`config.mk`:
```
export PLATFORM = sky130hd
export DESIGN_NAME = wdt_kick_gen
export DESIGN_NICKNAME = d
export VERILOG_FILES = /design/src/rtl/wdt_kick_gen.sv
export SDC_FILE = /design/constraint.sdc
export NUM_CORES = 1
export LEC_CHECK = 0
export ABC_AREA = 1
export CORE_ASPECT_RATIO = 0.75
export CORE_MARGIN = 2
export CORE_UTILIZATION = 45
export CTS_CLUSTER_SIZE = 24
export DETAILED_ROUTE_END_ITERATION = 10
export PLACE_DENSITY = 0.79
export SETUP_SLACK_MARGIN = 0.15
export SLEW_MARGIN = 0
export SYNTH_ARGS = -nofsm -noshare
export SYNTH_HDL_FRONTEND = slang
export SYNTH_SLANG_ARGS = --single-unit
export TNS_END_PERCENT = 100
```
`constraint.sdc`:
```
create_clock -name clk -period 1.9 [get_ports clk]
set_input_delay 0.38 -clock clk [delete_from_list [all_inputs] [get_ports clk]]
set_output_delay 0.38 -clock clk [all_outputs]
set_load 0.005 [all_outputs]
```
`src/rtl/wdt_kick_gen.sv`:
```
// wdt_kick_gen: heartbeat-gated kick generator and interrupt service partner for WDT_top.
// Define WDT_KICK_SEQ_EN to turn each kick into a two-word unlock sequence (KICK_WORD, KICK_WORD2).
module wdt_kick_gen #(
  parameter int                    DATA_WIDTH     = 32,
  parameter int                    KICK_PERIOD    = 8,
  parameter logic [DATA_WIDTH-1:0] KICK_WORD      = 'hA,
  parameter logic [DATA_WIDTH-1:0] IDLE_WORD      = '0,
  parameter int                    RECOVER_CYCLES = 16
`ifdef WDT_KICK_SEQ_EN
  , parameter logic [DATA_WIDTH-1:0] KICK_WORD2   = 'hC
`endif
) (
  input  logic                  clk,
  input  logic                  rst,
  input  logic                  enable,
  input  logic                  app_alive,
  input  logic                  wdt_interrupt,
  output logic [DATA_WIDTH-1:0] data_out,
  output logic                  data_valid,
  output logic [7:0]            kick_count,
  output logic                  recover_req,
  output logic                  fault
);

  localparam int CNT_W = (KICK_PERIOD > 1) ? $clog2(KICK_PERIOD) : 1;
  localparam int REC_W = (RECOVER_CYCLES > 1) ? $clog2(RECOVER_CYCLES) : 1;
  localparam logic [CNT_W-1:0] CNT_LAST = CNT_W'(KICK_PERIOD - 1);
  localparam logic [REC_W-1:0] REC_LAST = REC_W'(RECOVER_CYCLES - 1);

  typedef enum logic [2:0] {
    S_IDLE,
    S_WAIT,
    S_KICK,
    S_HOLD,
    S_RECOVER,
    S_FAULT
`ifdef WDT_KICK_SEQ_EN
    , S_KICK2
`endif
  } state_e;

  // The kick is counted when the state that completes it is entered.
`ifdef WDT_KICK_SEQ_EN
  localparam state_e COUNT_STATE = S_KICK2;
`else
  localparam state_e COUNT_STATE = S_KICK;
`endif

  state_e           state_q, state_d;
  logic [CNT_W-1:0] cnt_q, cnt_d;
  logic [REC_W-1:0] rec_cnt_q, rec_cnt_d;
  logic             alive_seen_q, alive_seen_d;
  logic [7:0]       kick_count_q;
  logic             recover_req_q;
  logic             in_service;

  always_comb begin
    in_service = (state_q == S_WAIT) || (state_q == S_KICK) || (state_q == S_HOLD);
`ifdef WDT_KICK_SEQ_EN
    in_service = in_service || (state_q == S_KICK2);
`endif
  end

  always_comb begin
    state_d      = state_q;
    cnt_d        = cnt_q;
    rec_cnt_d    = rec_cnt_q;
    alive_seen_d = alive_seen_q;
    if (!enable) begin
      state_d      = S_IDLE;
      cnt_d        = '0;
      rec_cnt_d    = '0;
      alive_seen_d = 1'b0;
    end else if (wdt_interrupt && in_service) begin
      state_d      = S_RECOVER;
      cnt_d        = '0;
      rec_cnt_d    = '0;
      alive_seen_d = 1'b0;
    end else begin
      case (state_q)
        S_IDLE: begin
          state_d      = S_WAIT;
          cnt_d        = '0;
          alive_seen_d = 1'b0;
        end
        S_WAIT: begin
          if (cnt_q == CNT_LAST) begin
            state_d      = (alive_seen_q || app_alive) ? S_KICK : S_HOLD;
            cnt_d        = '0;
            alive_seen_d = 1'b0;
          end else begin
            cnt_d        = cnt_q + 1'b1;
            alive_seen_d = alive_seen_q || app_alive;
          end
        end
        S_KICK: begin
`ifdef WDT_KICK_SEQ_EN
          state_d      = S_KICK2;
`else
          state_d      = S_WAIT;
`endif
          cnt_d        = '0;
          alive_seen_d = 1'b0;
        end
`ifdef WDT_KICK_SEQ_EN
        S_KICK2: begin
          state_d      = S_WAIT;
          cnt_d        = '0;
          alive_seen_d = 1'b0;
        end
`endif
        S_HOLD: begin
          if (app_alive) state_d = S_KICK;
        end
        S_RECOVER: begin
          if (!wdt_interrupt) begin
            state_d      = S_WAIT;
            cnt_d        = '0;
            alive_seen_d = 1'b0;
          end else if (rec_cnt_q == REC_LAST) begin
            state_d = S_FAULT;
          end else begin
            rec_cnt_d = rec_cnt_q + 1'b1;
          end
        end
        S_FAULT: state_d = S_FAULT;
        default: state_d = S_IDLE;
      endcase
    end
  end

  always_ff @(posedge clk) begin
    if (rst) begin
      state_q       <= S_IDLE;
      cnt_q         <= '0;
      rec_cnt_q     <= '0;
      alive_seen_q  <= 1'b0;
      kick_count_q  <= 8'd0;
      recover_req_q <= 1'b0;
    end else begin
      state_q       <= state_d;
      cnt_q         <= cnt_d;
      rec_cnt_q     <= rec_cnt_d;
      alive_seen_q  <= alive_seen_d;
      recover_req_q <= (state_d == S_FAULT) && (state_q != S_FAULT);
      if ((state_d == COUNT_STATE) && (state_q != COUNT_STATE) && (kick_count_q != 8'hFF))
        kick_count_q <= kick_count_q + 8'd1;
    end
  end

  always_comb begin
    data_out   = IDLE_WORD;
    data_valid = 1'b0;
    case (state_q)
      S_KICK: begin
        data_out   = KICK_WORD;
        data_valid = 1'b1;
      end
`ifdef WDT_KICK_SEQ_EN
      S_KICK2: begin
        data_out   = KICK_WORD2;
        data_valid = 1'b1;
      end
`endif
      default: begin
        data_out   = IDLE_WORD;
        data_valid = 1'b0;
      end
    endcase
  end

  assign fault       = (state_q == S_FAULT);
  assign recover_req = recover_req_q;
  assign kick_count  = kick_count_q;

endmodule

```
* Word-level counts from Yosys, hierarchy flattened
Cells that the tools add are included.
W data, S select, Z words.
** Word-level totals
- Memory bits (writable) :: 0
- Memories :: 0
- Word-level logic and storage cells :: 53
- Bits in registers :: 20
- ROM bits :: 0
- Output and inout port bits :: 43
- Bits in latches :: 0
** Cells by class
- Multipliers :: 0
- Div/mod/pow operators :: 0
- Multiplexer cells :: 16
- Shifts and indexed selects :: 0
- Add/subtract/negate cells :: 3
- Equal/unequal tests :: 13
- $lt $le $gt $ge :: 0
- Bitwise logic cells :: 2
- Reduce and logical (&&, ||, !) cells :: 13
** Operators with widths (count)
- $mux W3 :: 8
- $pmux W3 S5 :: 1
- $eq A3 B3 Y1 const B :: 4
- $eq A3 B2 Y1 const B :: 3
- $pmux W3 S3 :: 1
- $add A8 B1 Y8 const B :: 1
- $ne A8 B8 Y1 const B :: 1
- $add A4 B1 Y4 const B :: 1
- $eq A4 B4 Y1 const B :: 1
- $logic_and A1 B1 Y1 :: 4
- $mux W1 :: 4
- $mux W4 :: 1
- $add A3 B1 Y3 const B :: 1
- $eq A3 B1 Y1 const B :: 1
- $logic_not A3 Y1 :: 1
- $logic_or A1 B1 Y1 :: 3
- $ne A3 B2 Y1 const B :: 1
- $ne A3 B3 Y1 const B :: 1
- $pmux W1 S3 :: 1
- $reduce_and A3 Y1 :: 1
- $reduce_bool A3 Y1 :: 1
- $reduce_or A3 Y1 :: 1
- $ne A2 B2 Y1 const B :: 1
- $not A1 Y1 :: 2
- other kinds (2) :: 2

* Logic depth before layout (Yosys ltp)
Gate-level depths: netlist of run 1.
- Depth in word-level cells :: 9
- Depth in mapped cells :: 9
- Mapped depth without buffers :: 9

* Worst setup path after synthesis of run 1
No wires, ideal clock.
- Kind :: reg-to-reg
- Start :: register cnt_q[0]
- End :: register kick_count_q[0], in the netlist kick_count[0]
- Arrival time :: 1.286 ns
- Period minus slack after synthesis :: 1.398 ns
- Required time :: 1.787 ns
- Cell stages (with the launch flop) :: 10
- Path slack :: 0.502 ns
- Library setup time :: 0.113 ns
- Path buffers :: 0
- Cells stage by stage :: dfxtp_1 -> ha_1 -> ha_1 -> nor2_1 -> nor3_2 -> nand3_4 -> nor2_4 -> nand2_1 -> nand2_1 -> nor2_1
** On the way
- Cells in the longest elaborated chain, start to end :: 8
** Ends and longest elaborated chain
- start, declared :: line 50 : logic [CNT_W-1:0] cnt_q, cnt_d;
- start signal, assigned :: line 142 : cnt_q <= cnt_d;
- $eq A3 B3 Y1 :: line 87 : if (cnt_q == CNT_LAST) begin
- $mux W3 :: line 87
- $pmux W3 S5 :: line 80 : case (state_q)
- $mux W3 :: line 74 : end else if (wdt_interrupt && in_service) begin
- $mux W3 :: line 69 : if (!enable) begin
- $eq A3 B2 Y1 :: line 146 : if ((state_d == COUNT_STATE) && (state_q != COUNT_STATE) && (kick_count_q != 8'hFF))
- $logic_and A1 B1 Y1 (2 in series) :: line 146
- end signal, assigned :: line 147 : kick_count_q <= kick_count_q + 8'd1;
- end, declared :: line 53 : logic [7:0] kick_count_q;
No other way between the ends.
A chain may end at the register's enable or synchronous reset.

* Final worst setup path of run 1
- Start :: register state_q[2]
- End :: register recover_req_q, in the netlist recover_req
** On the way
- Cells in the longest elaborated chain, start to end :: 8
** Ends and longest elaborated chain
- start, declared :: line 49 : state_e state_q, state_d;
- start signal, assigned :: line 141 : state_q <= state_d;
- parallel branches: the longest is 7 deep, another holds $pmux W3 S5
- $logic_and A1 B1 Y1 (*) :: line 145 : recover_req_q <= (state_d == S_FAULT) && (state_q != S_FAULT);
- end signal, assigned :: line 145
- end, declared :: line 54 : logic recover_req_q;
Every way passes the cells marked *.

==> out/metrics.yaml, run 1 <==
core-area_sq_um: 2940
avgSynthCellArea_sq_um: 7.02
cp_cell_sequence: "buf_4 -> nor3_1 -> nand2_1 -> nand3_2 -> nand2_1 -> nor2_1"
grt_overflow: 0
ys.flop_type: "dfxtp_1"
synthCells: 196
min-delay-start: "rec_cnt_q[3]$_SDFFE_PP0P_"
fin_worst_skew_ps: 0.940
syn_to_final_growth_pct: 16.6
total_power_uw: 945
utilization: 0.546
synthTopCellsByArea: "dfxtp_1 29%, buf_4 17%, nand2_1 7.4%"
cpMostUsedCell: "nand2_1"
startpoint_type: "register"
die_x_um: 67.8
r2r-start: "state_q[2]$_SDFF_PP0_"
critical_path_buf_inv_count: 1
root_buffer: "clkbuf_8"
irDropWorstVdd_uv: 370
critPathMaxStageDelay_ps: 370
grt_pass1_wl_um: 4420
wl_per_cell_um: 10.8
setup_viol: 0
cts_buffers: 3
antenna_cells: 0
drt_pass1_iterations: 4
die_area_sq_um: 3520
netlist_area_sq_um: 1380
routed_via_density: 4.70
cts_hold_buf: 0
hold_path_depth: 2
ff2ff_path_depth: 6
fin_crit_sh: 0.840
crit_fanout: 8
end_kind: "register"
die_y_um: 51.9
fin_nets: 230
yosysTopAreaCellShare: 0.291
holdWs_ps: 468
async_flop_share: 0
grt_pass1_vias: 980
crit_family: "simple AND/OR/NAND/NOR gates"
ys_seq_elements: 20
drt_iter0_drc: 133
slew_viol_final: 0
fp-row-count: 17
grt_max_degree: 13
power.internal_uw: 730
h-tree-depth: 1
pwr-share-seq: 0.451
synth_commonest_cells: "32 x buf_4, 27 x nand2_1, 26 x inv_1"
maxCapViolations: 0
netSwitchingFraction: 0.228
fillerInstances: 261
hold_viol: 0
clkTransAtPathRegs_ps: 80
port-buffer-count: 17
whs_endpoint: "rec_cnt_q[3]$_SDFFE_PP0P_"
crit_required_ps: 2080
finalWirelength_um: 2780
regToRegSetupSlack_ps: 300
io_pins: 48
grt_util_all_layers: 0.167
globalplace.congestion: 0.852
antenna_left: 0
drive_above_1_share: 0.141
cts_buffer_depth: 2
clock_latency_ps: 260
yosysMostFrequentCell: "buf_4"
cp.arrival_ps: 1770
start_util: 0.468
ys_types: 25
cts_tree: "yes"
drcViolationCount: 0
yosysTopAreaCell: "dfxtp_1"
p_clk_frac: 0.454
antenna_found_initial: 0
ys_seq_area_frac: 0.291
hpwl_um: 2000
path_class: "register to register"
p_leak_nw: 0.748
setup_tns_ps: 0
power_frac_comb: 0.096
powerDensity_nw_per_um2: 590
fmax_mhz: 627
synth_edf_count: 0
cpMaxStageDelayCell: "nor3_1"
period_minus_slack_ps: 1600
status: "complete, no violations"
cts_sinks: 20
grt_setup_unrepaired: "no"
vias: 1212
min_path_type: "register to register"
r2r_end: "recover_req$_SDFF_PP0_"
ys_warn_count: 0
power_switching_uw: 215
## final cells by class
cell class              count  area [sq um]  area share
clock buffers               3          41.3      0.0258
inverters                  31           120      0.0749
repair buffers             23           214       0.133
clock inverters             1          30.0      0.0187
flip-flops and latches     20           409       0.255
multi-input cells         142           741       0.462
well taps                  38          47.5      0.0297
## worst max-delay path by stage
stage | from | slack (ps) | to | depth (start not counted)
after floorplan | cnt_q[0]$_SDFFE_PP0P_ | 500 | kick_count[0]$_SDFFE_PP0P_ | 9
after global placement | wdt_interrupt | 60 | rec_cnt_q[2]$_SDFFE_PP0P_ | 8
after detailed placement | wdt_interrupt | 40 | recover_req$_SDFF_PP0_ | 8
after CTS | state_q[1]$_SDFF_PP0_ | 160 | fault | 4
after global routing | cnt_q[1]$_SDFFE_PP0P_ | 160 | kick_count[5]$_SDFFE_PP0P_ | 8
final | state_q[2]$_SDFF_PP0_ | 300 | recover_req$_SDFF_PP0_ | 6
## repair_timing
item / in CTS / in global routing
pin swaps: 1 / 0
setup buffers: 1 / 1
setup endpoints to repair: 4 / 2
gates resized for setup: 13 / 2
cloned: 0 / 0
## worst register-to-register path, cell delays in order (launching register included)
cell,delay (ps)
dfxtp_2,360
buf_4,160
nor3_1,370
nand2_1,150
nand3_2,210
nand2_1,100
nor2_1,170
## per-layer routing
layer | share of wire | track usage | up-vias | wire length [um]
li1 | - | - | 606 | -
met1 | 0.46 | 0.239 | 544 | 1280
met2 | 0.46 | 0.257 | 60 | 1270
met3 | 0.073 | 0.0325 | 2 | 202
met4 | 0.0083 | 0.0433 | 0 | 23
met5 | 0 | 0 | - | 0
## power by group through the flow
stage | registers (mW) | clock network (mW) | logic [mW]
after global routing | 0.427 | 0.456 | 0.104
after detailed placement | 0.436 | 0 | 0.0823
final | 0.426 | 0.429 | 0.0904
after global placement | 0.436 | 0 | 0.0813
after CTS | 0.426 | 0.439 | 0.0868
after floorplan | 0.436 | 0 | 0.101
## per-stage QoR
step,instance area (sq um),cells,worst slack (ps)
3_3_place_gp,1490,252,64.9
2_1_floorplan,1480,225,502
4_1_cts,1590,257,158
5_1_grt,1600,258,161
3_5_place_dp,1490,252,42.0
6_report,1600,258,305
## kinds of logic after synthesis
kind of cell	share of synthesized area
other	0.00273
adders and majority gates	0.0364
buffers and inverters	0.260
DFF	0.291
xor gates and xnor gates	0.0318
AOI/OAI and AO/OA	0.120
and+or+nand+nor	0.258
## sequential cells by signal (all words and copies together) (netlist names)
register	flops
state_q	3
recover_req	1
alive_seen_q	1
kick_count	8
rec_cnt_q	4
cnt_q	3
## cell usage in the layout, fill, tap and decap left out
| cell type | count |
|---|---|
| nor2_2 | 5 |
| nand3_4 | 1 |
| a31oi_1 | 2 |
| and2_1 | 1 |
| nand2_2 | 1 |
| nand4_1 | 3 |
| nand3_1 | 12 |
| a21oi_1 | 13 |
| conb_1 | 30 |
| dfxtp_4 | 2 |
| ha_1 | 4 |
| clkinv_2 | 1 |
| inv_4 | 1 |
| dlygate4sd2_1 | 3 |
| xor2_1 | 5 |
| nor2_4 | 2 |
| clkbuf_8 | 3 |
| buf_4 | 6 |
| nor2_1 | 16 |
| dlymetal6s2s_1 | 1 |
| o21ai_0 | 7 |
| inv_2 | 4 |
| dfxtp_2 | 1 |
| clkdlybuf4s50_1 | 13 |
| nor3_2 | 1 |
| o21bai_1 | 6 |
| dfxtp_1 | 17 |
| nand2_1 | 27 |
| bufinv_16 | 1 |
| inv_1 | 25 |
| nor3_1 | 3 |
| nand3_2 | 2 |
| o21a_1 | 1 |
(Power assumes the default switching activity.)
==> run 2, diff against run 1 <==
--- a/config.mk
+++ b/config.mk
@@ -8,10 +8,10 @@
 export ABC_AREA = 1
 export CORE_ASPECT_RATIO = 0.75
 export CORE_MARGIN = 2
-export CORE_UTILIZATION = 45
+export CORE_UTILIZATION = 41
 export CTS_CLUSTER_SIZE = 24
 export DETAILED_ROUTE_END_ITERATION = 10
-export PLACE_DENSITY = 0.79
+export PLACE_DENSITY = 0.76
 export SETUP_SLACK_MARGIN = 0.15
 export SLEW_MARGIN = 0
 export SYNTH_ARGS = -nofsm -noshare
==> constraint.sdc (replaced) <==
create_clock -name clk -period 1.4 [get_ports clk]
set_input_delay 0.28 -clock clk [delete_from_list [all_inputs] [get_ports clk]]
set_output_delay 0.28 -clock clk [all_outputs]
set_load 0.005 [all_outputs]
==> run 2 against run 1 <==
Net effect: the flow now finishes with violations (negative setup slack); final cell count up 14%; clock skew up 2.8 ps; total power up 50%; flip-flop and latch count unchanged; via count up 22%; cell area up 35%; first-iteration DRC count down 24%; clock power up 42%; combinational power rose to 2.7 times the previous value; largest cell class unchanged; largest power group unchanged.
==> out/metrics.yaml, run 2 (synthesis gave the netlist of run 1 again) <==
vias: 1473  # +22%
utilization: 0.665  # +0.119
setup_viol: 16  # +16
finalNonFillerCells: 293  # +14%
violations: "negative setup slack"
cts_buffer_depth: 2  # unchanged
crit_family: "simple AND/OR/NAND/NOR gates"
die_x_um: 70.9  # +4.5%
drcViolationCount: 0  # unchanged
startpoint_type: "register"
maxCapViolations: 0  # unchanged
clock_latency_ps: 270  # about the same
cpMaxStageDelayCell: "dfxtp_2"
die_area_sq_um: 3840  # +9.1%
syn_to_final_growth_pct: 56.9
crit_fanout: 8  # unchanged
irDropWorstVdd_uv: 410  # +11%
largest_reg_flops: 8  # unchanged
antenna_found_initial: 0  # unchanged
mostFrequentLayoutCells: "30 x conb_1, 25 x buf_4, 22 x nand2_1"
p_leak_nw: 0.986  # +32%
end_kind: "register"
slew_viol_final: 0  # unchanged
fillerInstances: 234  # -10%
h-tree-depth: 1  # unchanged
fmax_mhz: 645  # +3.0%
cts_tree: "yes"
grt_overflow: 0  # unchanged
routed_via_density: 5.03  # +7.0%
cts_buffers: 3  # unchanged
antenna_cells: 0  # unchanged
grt_pass1_vias: 1261  # +29%
path_class: "register to register"
port-buffer-count: 17  # unchanged
place_ws_ps: -298  # -340 ps
min_path_type: "register to register"
antenna_left: 0  # unchanged
period_minus_slack_ps: 1550  # -45.9 ps
dp_cells: 273  # +8.3%
drt_pass1_iterations: 4  # unchanged
cp.arrival_ps: 1720  # -50 ps
hold_viol: 0  # unchanged
start_util: 0.424  # -0.0445
crit_required_ps: 1570  # -510 ps
grt_pass1_wl_um: 5910  # +34%
fp-row-count: 18  # +1
drt_iter0_drc: 101  # -24%
powerDensity_nw_per_um2: 658  # +12%
drive_above_1_share: 0.470  # +0.329
fin_nets: 263  # +14%
globalplace.congestion: 0.886  # +4.0%
worst_slack_ps: -150  # -454 ps
critical_path_buf_inv_count: 0  # -1
final_common_cell: "conb_1"
core-area_sq_um: 3240  # +10%
wl_per_cell_um: 14.7  # +36%
io_pins: 48  # unchanged
status: "finished with violations"
finalWirelength_um: 4290  # +55%
fin_crit_sh: 1.11  # +0.267
cts_sinks: 20  # unchanged
root_buffer: "clkbuf_8"
die_y_um: 54.2  # +4.4%
grt_util_all_layers: 0.202  # +0.0352
critPathMaxStageDelay_ps: 360  # about the same
cts_hold_buf: 0  # unchanged
clkTransAtPathRegs_ps: 90  # about the same
hpwl_um: 2210  # +11%
grt_max_degree: 13  # unchanged
fin_worst_skew_ps: 3.73  # +2.79 ps
cp_cell_sequence: "ha_4 -> ha_4 -> nor2_4 -> nor3_4 -> nand3_4 -> nor2_4 -> nand2_1 -> nand2_1 -> nor2_2"
grt_setup_unrepaired: "yes"
## run 2: changes by cell type in the layout (fill, tap and decap cells not counted), moves of 9 or more
cell	change
dfxtp_1	-11
buf_4	+19
buf_6	+14
clkdlybuf4s50_1	-10
dfxtp_2	+9
## run 2: timing repair
action	CTS	global route
endpoints found under the setup margin	33	25
resized for setup	77	47
buffers inserted	10	6
pin swaps	16	18
## run 2: layout make-up
cell class | count | area [sq um] | area share
clock buffer | 3 | 41.3 | 0.0191
sequential | 20 | 428 | 0.198
timing repair buffer | 56 | 499 | 0.231
inverter | 31 | 131 | 0.0609
clock inverter | 1 | 30.0 | 0.0139
tap | 40 | 50.0 | 0.0232
multi-input combinational | 142 | 977 | 0.453
## run 2: final timing paths
| path | start | to | slack (ps) | cells past startpoint |
|---|---|---|---|---|
| worst max-delay path | cnt_q[0]$_SDFFE_PP0P_ | kick_count[0]$_SDFFE_PP0P_ | -150 | 9 |
| worst min-delay path | rec_cnt_q[3]$_SDFFE_PP0P_ | rec_cnt_q[3]$_SDFFE_PP0P_ | 490 | 2 |
| worst max register to register | cnt_q[0]$_SDFFE_PP0P_ | kick_count[0]$_SDFFE_PP0P_ | -150 | 9 |
| worst min register to register | rec_cnt_q[3]$_SDFFE_PP0P_ | rec_cnt_q[3]$_SDFFE_PP0P_ | 490 | 2 |
## run 2: worst reg2reg max path, delay by kind of cell (launching register included)
| kind | cells | cell delay (ps) |
|---|---|---|
| adders and majority gates | 2 | 290 |
| DFF | 1 | 360 |
| and+or+nand+nor | 7 | 800 |
## run 2: power by group
group / internal [mW] / switching [mW] / leakage (nW) / total, mW
Combinational: 0.0993 / 0.141 / 0.781 / 0.241
Sequential: 0.567 / 0.00516 / 0.170 / 0.572
Clock: 0.382 / 0.225 / 0.0357 / 0.608
## run 2: per-stage QoR
stage | total power [mW] | TNS [ps] | hold WS [ps] | instance area [sq um]
6_report | 1.42 | -1640 | 489 | 2160
3_3_place_gp | 0.732 | -3970 | 452 | 1670
5_1_grt | 1.47 | -2770 | 526 | 2160
2_1_floorplan | 0.731 | 0 | 349 | 1520
3_5_place_dp | 0.733 | -4850 | 459 | 1670
4_1_cts | 1.36 | -512 | 475 | 1950
## run 2: layer usage
metal	GRT usage	vias to the layer above	wire [um]	share of wire
met5	0	-	0	0
li1	-	677	-	-
met2	0.333	80	2070	0.48
met4	0.0943	0	149	0.035
met1	0.252	698	1780	0.41
met3	0.0524	18	300	0.070
